**src/rtl/gen_fir_seq_if.sv**
```systemverilog
// Datapath/log-memory control bundle for gen_fir_seq.
// master = software/bench side, slave = the sequencer.
interface gen_fir_seq_if #(
  parameter int NB_SEL    = 2,
  parameter int NB_DWELL  = 12,
  parameter int NB_ADDR   = 10,
  parameter int NB_SETTLE = 4
);
  logic                   i_start;
  logic                   i_abort;
  logic [2**NB_SEL-1:0]   i_sel_mask;
  logic [NB_DWELL-1:0]    i_dwell;
  logic [NB_SETTLE-1:0]   i_settle;
  logic                   o_enable;
  logic [NB_SEL-1:0]      o_sel;
  logic                   o_log_we;
  logic [NB_ADDR-1:0]     o_log_addr;
  logic                   o_busy;
  logic                   o_done;
  logic                   o_full;
  logic                   o_err;

  modport master (
    output i_start, i_abort, i_sel_mask, i_dwell, i_settle,
    input  o_enable, o_sel, o_log_we, o_log_addr, o_busy, o_done, o_full, o_err
  );

  modport slave (
    input  i_start, i_abort, i_sel_mask, i_dwell, i_settle,
    output o_enable, o_sel, o_log_we, o_log_addr, o_busy, o_done, o_full, o_err
  );
endinterface

```
**src/rtl/gen_fir_seq.sv**
```systemverilog
// Capture sequencer: steps the generator source select through a mask and logs dwell samples per source.
// Optional GEN_FIR_SEQ_LOOP_EN: wrap back to the lowest source and run until memory full or abort.
module gen_fir_seq #(
  parameter int NB_SEL    = 2,
  parameter int NB_DWELL  = 12,
  parameter int NB_ADDR   = 10,
  parameter int NB_SETTLE = 4
) (
  input  logic        i_clock,
  input  logic        i_reset,
  gen_fir_seq_if.slave bus
);
  localparam int unsigned NSRC = 2**NB_SEL;

  typedef enum logic [2:0] {S_IDLE, S_SETTLE, S_LOG, S_NEXT, S_DONE} state_t;

  state_t               state;
  logic [NSRC-1:0]      mask_q;
  logic [NB_DWELL-1:0]  dwell_q;
  logic [NB_SETTLE-1:0] settle_q;
  logic [NB_SETTLE-1:0] settle_cnt;
  logic [NB_DWELL-1:0]  dwell_cnt;

  logic                 enable_q;
  logic [NB_SEL-1:0]    sel_q;
  logic                 we_q;
  logic [NB_ADDR-1:0]   addr_q;
  logic                 busy_q;
  logic                 done_q;
  logic                 full_q;
  logic                 err_q;

  logic [NB_SEL-1:0]    low_sel;
  logic                 nxt_found;
  logic [NB_SEL-1:0]    nxt_sel;
`ifdef GEN_FIR_SEQ_LOOP_EN
  logic [NB_SEL-1:0]    wrap_sel;
`endif

  // Descending scans so the last hit is the lowest qualifying index.
  always_comb begin
    low_sel   = '0;
    nxt_found = 1'b0;
    nxt_sel   = sel_q;
`ifdef GEN_FIR_SEQ_LOOP_EN
    wrap_sel  = '0;
`endif
    for (int unsigned k = NSRC; k > 0; k--) begin
      if (bus.i_sel_mask[NB_SEL'(k - 1)])
        low_sel = NB_SEL'(k - 1);
      if (mask_q[NB_SEL'(k - 1)] && (NB_SEL'(k - 1) > sel_q)) begin
        nxt_found = 1'b1;
        nxt_sel   = NB_SEL'(k - 1);
      end
`ifdef GEN_FIR_SEQ_LOOP_EN
      if (mask_q[NB_SEL'(k - 1)])
        wrap_sel = NB_SEL'(k - 1);
`endif
    end
  end

  always_ff @(posedge i_clock) begin
    if (!i_reset) begin
      state      <= S_IDLE;
      mask_q     <= '0;
      dwell_q    <= '0;
      settle_q   <= '0;
      settle_cnt <= '0;
      dwell_cnt  <= '0;
      enable_q   <= 1'b0;
      sel_q      <= '0;
      we_q       <= 1'b0;
      addr_q     <= '0;
      busy_q     <= 1'b0;
      done_q     <= 1'b0;
      full_q     <= 1'b0;
      err_q      <= 1'b0;
    end else begin
      done_q <= 1'b0;
      err_q  <= 1'b0;
      if (state != S_IDLE && bus.i_abort) begin
        // A write in flight on the abort edge still lands, so the address reflects it.
        state    <= S_IDLE;
        enable_q <= 1'b0;
        we_q     <= 1'b0;
        busy_q   <= 1'b0;
        if (we_q) begin
          if (addr_q == '1) full_q <= 1'b1;
          else              addr_q <= addr_q + NB_ADDR'(1);
        end
      end else begin
        unique case (state)
          S_IDLE: begin
            if (bus.i_start && !bus.i_abort) begin
              if (bus.i_sel_mask != '0 && bus.i_dwell != '0) begin
                state      <= S_SETTLE;
                mask_q     <= bus.i_sel_mask;
                dwell_q    <= bus.i_dwell;
                settle_q   <= bus.i_settle;
                settle_cnt <= '0;
                sel_q      <= low_sel;
                addr_q     <= '0;
                full_q     <= 1'b0;
                enable_q   <= 1'b1;
                busy_q     <= 1'b1;
              end else begin
                err_q <= 1'b1;
              end
            end
          end
          S_SETTLE: begin
            if (settle_cnt == settle_q) begin
              state     <= S_LOG;
              we_q      <= 1'b1;
              dwell_cnt <= '0;
            end else begin
              settle_cnt <= settle_cnt + NB_SETTLE'(1);
            end
          end
          S_LOG: begin
            if (addr_q == '1) begin
              state    <= S_DONE;
              full_q   <= 1'b1;
              done_q   <= 1'b1;
              enable_q <= 1'b0;
              we_q     <= 1'b0;
            end else begin
              addr_q <= addr_q + NB_ADDR'(1);
              if (dwell_cnt == dwell_q - NB_DWELL'(1)) begin
                state <= S_NEXT;
                we_q  <= 1'b0;
              end else begin
                dwell_cnt <= dwell_cnt + NB_DWELL'(1);
              end
            end
          end
          S_NEXT: begin
            if (nxt_found) begin
              state      <= S_SETTLE;
              sel_q      <= nxt_sel;
              settle_cnt <= '0;
            end else begin
`ifdef GEN_FIR_SEQ_LOOP_EN
              state      <= S_SETTLE;
              sel_q      <= wrap_sel;
              settle_cnt <= '0;
`else
              state    <= S_DONE;
              done_q   <= 1'b1;
              enable_q <= 1'b0;
`endif
            end
          end
          S_DONE: begin
            state  <= S_IDLE;
            busy_q <= 1'b0;
          end
          default: state <= S_IDLE;
        endcase
      end
    end
  end

  assign bus.o_enable   = enable_q;
  assign bus.o_sel      = sel_q;
  assign bus.o_log_we   = we_q;
  assign bus.o_log_addr = addr_q;
  assign bus.o_busy     = busy_q;
  assign bus.o_done     = done_q;
  assign bus.o_full     = full_q;
  assign bus.o_err      = err_q;
endmodule

```
**src/flat_wrapper.sv**
```systemverilog
// flat-port wrapper written by rule: the top's interface ports become plain ports
module gen_fir_seq_flat 
#(
  parameter int NB_SEL    = 2,
  parameter int NB_DWELL  = 12,
  parameter int NB_ADDR   = 10,
  parameter int NB_SETTLE = 4
)
  (i_clock, i_reset, bus_i_start, bus_i_abort, bus_i_sel_mask, bus_i_dwell, bus_i_settle, bus_o_enable, bus_o_sel, bus_o_log_we, bus_o_log_addr, bus_o_busy, bus_o_done, bus_o_full, bus_o_err);
  gen_fir_seq_if #(.NB_SEL(NB_SEL), .NB_DWELL(NB_DWELL), .NB_ADDR(NB_ADDR), .NB_SETTLE(NB_SETTLE)) bus_i ();
  input  logic i_clock;
  input  logic i_reset;
  input wire logic [$bits(bus_i.i_start)-1:0] bus_i_start;
  input wire logic [$bits(bus_i.i_abort)-1:0] bus_i_abort;
  input wire logic [$bits(bus_i.i_sel_mask)-1:0] bus_i_sel_mask;
  input wire logic [$bits(bus_i.i_dwell)-1:0] bus_i_dwell;
  input wire logic [$bits(bus_i.i_settle)-1:0] bus_i_settle;
  output wire logic [$bits(bus_i.o_enable)-1:0] bus_o_enable;
  output wire logic [$bits(bus_i.o_sel)-1:0] bus_o_sel;
  output wire logic [$bits(bus_i.o_log_we)-1:0] bus_o_log_we;
  output wire logic [$bits(bus_i.o_log_addr)-1:0] bus_o_log_addr;
  output wire logic [$bits(bus_i.o_busy)-1:0] bus_o_busy;
  output wire logic [$bits(bus_i.o_done)-1:0] bus_o_done;
  output wire logic [$bits(bus_i.o_full)-1:0] bus_o_full;
  output wire logic [$bits(bus_i.o_err)-1:0] bus_o_err;
  assign bus_i.i_start = bus_i_start;
  assign bus_i.i_abort = bus_i_abort;
  assign bus_i.i_sel_mask = bus_i_sel_mask;
  assign bus_i.i_dwell = bus_i_dwell;
  assign bus_i.i_settle = bus_i_settle;
  assign bus_o_enable = bus_i.o_enable;
  assign bus_o_sel = bus_i.o_sel;
  assign bus_o_log_we = bus_i.o_log_we;
  assign bus_o_log_addr = bus_i.o_log_addr;
  assign bus_o_busy = bus_i.o_busy;
  assign bus_o_done = bus_i.o_done;
  assign bus_o_full = bus_i.o_full;
  assign bus_o_err = bus_i.o_err;
  gen_fir_seq #(.NB_SEL(NB_SEL), .NB_DWELL(NB_DWELL), .NB_ADDR(NB_ADDR), .NB_SETTLE(NB_SETTLE)) u_core (.i_clock(i_clock), .i_reset(i_reset), .bus(bus_i));
endmodule
```
**config.mk**
```make
export PLATFORM = sky130hd
export DESIGN_NAME = gen_fir_seq_flat
export DESIGN_NICKNAME = d
export VERILOG_FILES = /design/src/rtl/gen_fir_seq_if.sv /design/src/rtl/gen_fir_seq.sv /design/src/flat_wrapper.sv
export SDC_FILE = /design/constraint.sdc
export NUM_CORES = 1
export LEC_CHECK = 0
export CAP_MARGIN = 10
export CORE_AREA = 2 2 105 107
export CTS_CLUSTER_SIZE = 40
export DETAILED_ROUTE_END_ITERATION = 6
export DIE_AREA = 0 0 107 109
export MAX_ROUTING_LAYER = met4
export SYNTH_ARGS = -nofsm -noshare
export SYNTH_HDL_FRONTEND = slang
export SYNTH_SLANG_ARGS = --single-unit
```
**constraint.sdc**
```tcl
create_clock -name i_clock -period 5.3 [get_ports i_clock]
set_input_delay 0.53 -clock i_clock [delete_from_list [all_inputs] [get_ports i_clock]]
set_output_delay 0.53 -clock i_clock [all_outputs]
set_load 0.01 [all_outputs]
```
# [Word level (Yosys, flattened, before mapping)]
# Index checks and enable logic that the tools add are counted.
[totals] regBits=57 inputBits=24
[op_classes] n_addsub=4 magnitude_cmp=4 n_eq_ne=21 mux=58 bitwise=4 reduce_logical=29
[ops] cell="two-way mux 10 bit" count=5
[ops] cell="two-way mux 12 bit" count=3
[ops] cell="one-hot mux 12 bit (2 select lines)" count=1
[ops] cell="two-way mux 2 bit" count=11
[ops] cell="one-hot mux 10 bit (2 select lines)" count=1
[ops] cell="two-way mux 1 bit" count=19
[ops] cell="two-way mux 3 bit" count=6
[ops] cell="two-way mux 4 bit" count=4
[ops] cell="adder 12 x 1 -> 12 bit (second input constant)" count=1
[ops] cell="equality test 12 bit" count=1
[ops] cell="!= test 2 x 1 -> 1 bit (second input constant)" count=6
[ops] cell="one-hot mux 3 bit (4 select lines)" count=1
[ops] cell="one-hot mux 4 bit (3 select lines)" count=1
[ops] cell="AND reduction 4 bit" count=3
[ops] cell="AND reduction 6 bit" count=2
[ops] cell="nonzero test 12 bit" count=1
[ops] cell="nonzero test 3 bit" count=4
[ops] cell="subtractor 12 x 1 -> 12 bit (second input constant)" count=1
[ops] cell="adder 10 x 1 -> 10 bit (second input constant)" count=1
[ops] cell="equality test 10 bit (second input constant)" count=1
[ops] cell="AND reduction 5 bit" count=2
[ops] cell="!= test 3 x 1 -> 1 bit (second input constant)" count=3
[ops] cell="!= test 2 bit (second input constant)" count=4
[ops] cell="one-hot mux 1 bit (2 select lines)" count=4
[ops] cell="19 further kinds" count=34

# [Depth between registers and ports, before layout]
[logic_depth] ltp_word=8 depth_mapped=12 ltp_nobuf=10

# [Worst setup path before layout]
# No wires, ideal clock.
[synth_path] path_kind="register to register" startpoint="register u_core.dwell_q[0]" endpoint="register u_core.dwell_cnt[10]" t_arrival_ps=2697 required_ps=5177 setup_slack_ps=2480 path_stages_with_launch=12 n_path_buf=1 period_less_slack_ps=2820 path_cell_list="dfxtp_1 -> inv_1 -> ha_1 -> buf_2 -> nor4b_4 -> xnor2_1 -> or4_4 -> a2111oi_4 -> o211ai_4 -> a21o_1 -> nand4_1 -> mux2_1"
[synth_between] elab_chain_len=4
[synth_lines] element="start: declaration" line_no="gen_fir_seq.sv:19" text="logic [NB_DWELL-1:0] dwell_q;"
[synth_lines] element="start signal: assignment" line_no="gen_fir_seq.sv:98" text="dwell_q <= bus.i_dwell;"
[synth_lines] element="subtractor 12 x 1 -> 12 bit" line_no="gen_fir_seq.sv:129" text="if (dwell_cnt == dwell_q - NB_DWELL'(1)) begin"
[synth_lines] element="equality test 12 bit" line_no="gen_fir_seq.sv:129"
[synth_lines] element="!= test 2 bit (no line)"
[synth_lines] element="AND reduction 5 bit (no line)"
[synth_lines] element="end signal: assignment" line_no="gen_fir_seq.sv:133" text="dwell_cnt <= dwell_cnt + NB_DWELL'(1);"
[synth_lines] element="end: declaration" line_no="gen_fir_seq.sv:22" text="logic [NB_DWELL-1:0] dwell_cnt;"
# No other way between the ends.
# A chain may end at the register's enable or synchronous reset.

# [Worst setup path in the final report]
[layout_path] startpoint="register u_core.dwell_q[0]" endpoint="register u_core.dwell_cnt[3]"
# Same word-level chain as after synthesis.

==> run metrics <==
Max Clk Rate 0.302 GHz; period utilization 0.625; Final Max Slew Viols 0; worst path required time 5480 ps; DRT iter0 DRCs 94; asr flop ratio synth 0; DR vias/cell 5.08; Final setup viols 0; die height 109 µm; Cell variety after synth 54; Clock Skew 14.1 ps; crit end category register; RePlAce Congestion 0.868; largest net degree at the start of global routing 35; share of layout cells above drive strength 1 0.0525; std cell rows 38; final net count 427; clk slew on worst S/H paths 110 ps; CP max-delay cell a21oi_2; slowest stage delay, CP 550 ps; power density over cell area 316 mW/mm²; Area Growth Syn to Fin 21.8%; aggregate global-route resource usage 0.139; synthesized area 0.00307 mm²; Worst setup SP type register; Worst EP arrival 3490 ps; Leak 1.41 nW; post-CTS repair timing setup buffer count 0; Via Count 2,744; DRC 0; clock root buffer clkbuf_8; Synth Flop Type dfxtp_1; Hold/Removal Path Class register to register; wire per inst 13.4 µm; critical path class register to register; Synth area leader dfxtp_1; status finished clean; H-tree lvl count 2; R2R Path Start u_core.dwell_q[0]; die area 0.0117 mm²; Post-Syn Nets 390; setup TNS 0 ps; Hold Buf Count CTS 0; Ant. Diodes 0; vias in the first global route 2,786; Slew headroom 0.458; cell breakdown of the critical path inv_1, ha_1, nor4b_4, xnor2_1, or4_4, a2111oi_4, o211ai_4, a21oi_2, or3_1, a21oi_1; CTS Buf Count 5; number of buffers added on ports 41; area share of the largest cell type after synthesis 0.365; DP HPWL 5460 µm; Pwr Total 1.18 mW; CTS tree yes; Initial Util 0.290; fillers 1,097; DIE WIDTH 107 µm; CORE AREA 0.0106 mm²; antenna violations before repair 0; number of flops mapped to enable cells by yosys 0; register area share after synthesis 0.365; Min-Delay Startpoint u_core.bus.o_full; Synth Instances 362; RSZ-0062 raised after global routing false; final wirelength 7210 µm; first-pass GRT wire length 12,900 µm; VDD IR max 0.000148 V; YS warnings 0; Yosys reg bits 56; fin util 0.353; Routed Antenna Nets 0; CTS Buffer Depth 2; ranking of synthesized cells by area dfxtp_1 36%, mux2i_1 6.5%, nor2b_1 4.5%; CTS resizes 0; crit path from u_core.dwell_q[0]; syn avg cell area 8.49 µm²; Tmin final 3310 ps; number of max-cap violations 0; CP max FO 13; Clk Latency, worst-skew pair 320 ps; IO Pins 42; gr ovfl total 0; TritonRoute pass-1 iters 4; final hold vios 0; worst-margin pin slew 805 ps; R2R Setup Slk 1990 ps; # clock sinks 56
-- report_power, final --
| group | internal [mW] | switching, mW | leakage [nW] |
|---|---|---|---|
| sequential | 0.452 | 0.0400 | 0.454 |
| clock | 0.190 | 0.148 | 0.0687 |
| combinational | 0.150 | 0.203 | 0.891 |
| total | 0.792 | 0.391 | 1.41 |
-- Yosys cell counts, drive strengths merged (2+ instances only) --
cell type / n
o21ai: 13
and3: 7
mux2i: 20
a21boi: 2
nor2b: 22
xnor2: 12
nand4b: 4
ha: 4
nor4: 5
a31oi: 3
nand2: 28
or3: 9
a311oi: 2
nand3: 12
nor3: 19
inv: 11
o31ai: 5
nand4: 8
o22ai: 2
nor2: 35
xor2: 14
o2111ai: 2
buf: 6
o211ai: 4
clkbuf: 7
nand3b: 2
dfxtp: 56
a21o: 2
or4: 3
a21oi: 28
-- final timing paths --
check / to / cells past startpoint
max: u_core.dwell_cnt[3] / 10
min: u_core.bus.o_full / 2
max reg2reg: u_core.dwell_cnt[3] / 10
min reg2reg: u_core.bus.o_full / 2
-- per-layer routing --
layer,part of all wire,vias to the layer above,GRT usage
li1,-,1387,-
met1,0.46,1298,0.169
met2,0.49,51,0.237
met3,0.038,8,0.0269
met4,0.011,0,0.0371
met5,0,-,-
-- state kept, by name (all words and copies together), names as in the netlist, 2 cells and up --
signal,count
u_core.dwell_q,12
u_core.settle_q,4
u_core.bus.o_sel,2
u_core.mask_q,3
u_core.settle_cnt,4
u_core.state,3
u_core.bus.o_log_addr,10
u_core.dwell_cnt,12
-- layout make-up --
| type | count | area, µm² | area share |
|---|---|---|---|
| Tap cell | 140 | 175 | 0.0468 |
| Clock buffer | 5 | 68.8 | 0.0184 |
| Multi-Input combinational cell | 282 | 1840 | 0.492 |
| Sequential cell | 56 | 1120 | 0.300 |
| Clock inverter | 3 | 68.8 | 0.0184 |
| Timing Repair Buffer | 43 | 425 | 0.114 |
| Inverter | 11 | 41.3 | 0.0110 |
-- critical path: cells and delay by family, from the launching register on --
| family | cells | cell delay, ps |
|---|---|---|
| xor+xnor | 1 | 130 |
| buf+inv | 1 | 70 |
| compound gates | 4 | 1190 |
| flops | 1 | 370 |
| simple gates | 3 | 1070 |
| fa+ha+maj | 1 | 340 |
-- cells by family (layout without fill, tap and decap cells) --
group	Yosys count	in the layout	share of synthesized area
AND/OR/NAND/NOR	157	157	0.270
AO/OA/AOI/OAI	74	74	0.169
flip-flops	56	56	0.365
XOR/XNOR	26	26	0.0741
buffers and inverters	24	62	0.0363
multiplexers	21	21	0.0688
adder cells (fa/ha/maj)	4	4	0.0163
-- cell usage in the layout, fill, tap and decap left out, types with 2 or more instances in the layout --
cell type / Yosys / final
dfxtp_1: 56 / 56
clkdlybuf4s50_1: 0 / 41
nor2_1: 35 / 35
nand2_1: 28 / 28
a21oi_1: 24 / 24
nor2b_1: 22 / 22
mux2i_1: 20 / 20
nor3_1: 18 / 18
xor2_1: 14 / 14
nand3_1: 12 / 12
xnor2_1: 12 / 12
inv_1: 11 / 11
or3_1: 9 / 9
nand4_1: 8 / 8
and3_1: 7 / 7
o21ai_0: 7 / 7
nor4_1: 5 / 5
o31ai_1: 5 / 5
clkbuf_8: 0 / 5
nand4b_1: 4 / 4
a21oi_2: 4 / 4
o21ai_1: 4 / 4
ha_1: 4 / 4
o211ai_1: 3 / 3
a31oi_1: 3 / 3
o2111ai_1: 2 / 2
a311oi_1: 2 / 2
nand3b_1: 2 / 2
a21o_1: 2 / 2
a21boi_0: 2 / 2
or4_1: 2 / 2
o21ai_2: 2 / 2
o22ai_1: 2 / 2
bufinv_16: 0 / 2
buf_4: 1 / 2
-- per-stage QoR --
stage	area [µm²]	cells	hold WS, ps	worst slack, ps
global placement	3600	532	473	2160
floorplan	3070	362	476	2480
global route	3740	540	526	1750
CTS	3740	540	500	1990
finish	3740	540	498	1990
detailed placement	3600	532	468	2030
(Power assumes the default switching activity.)
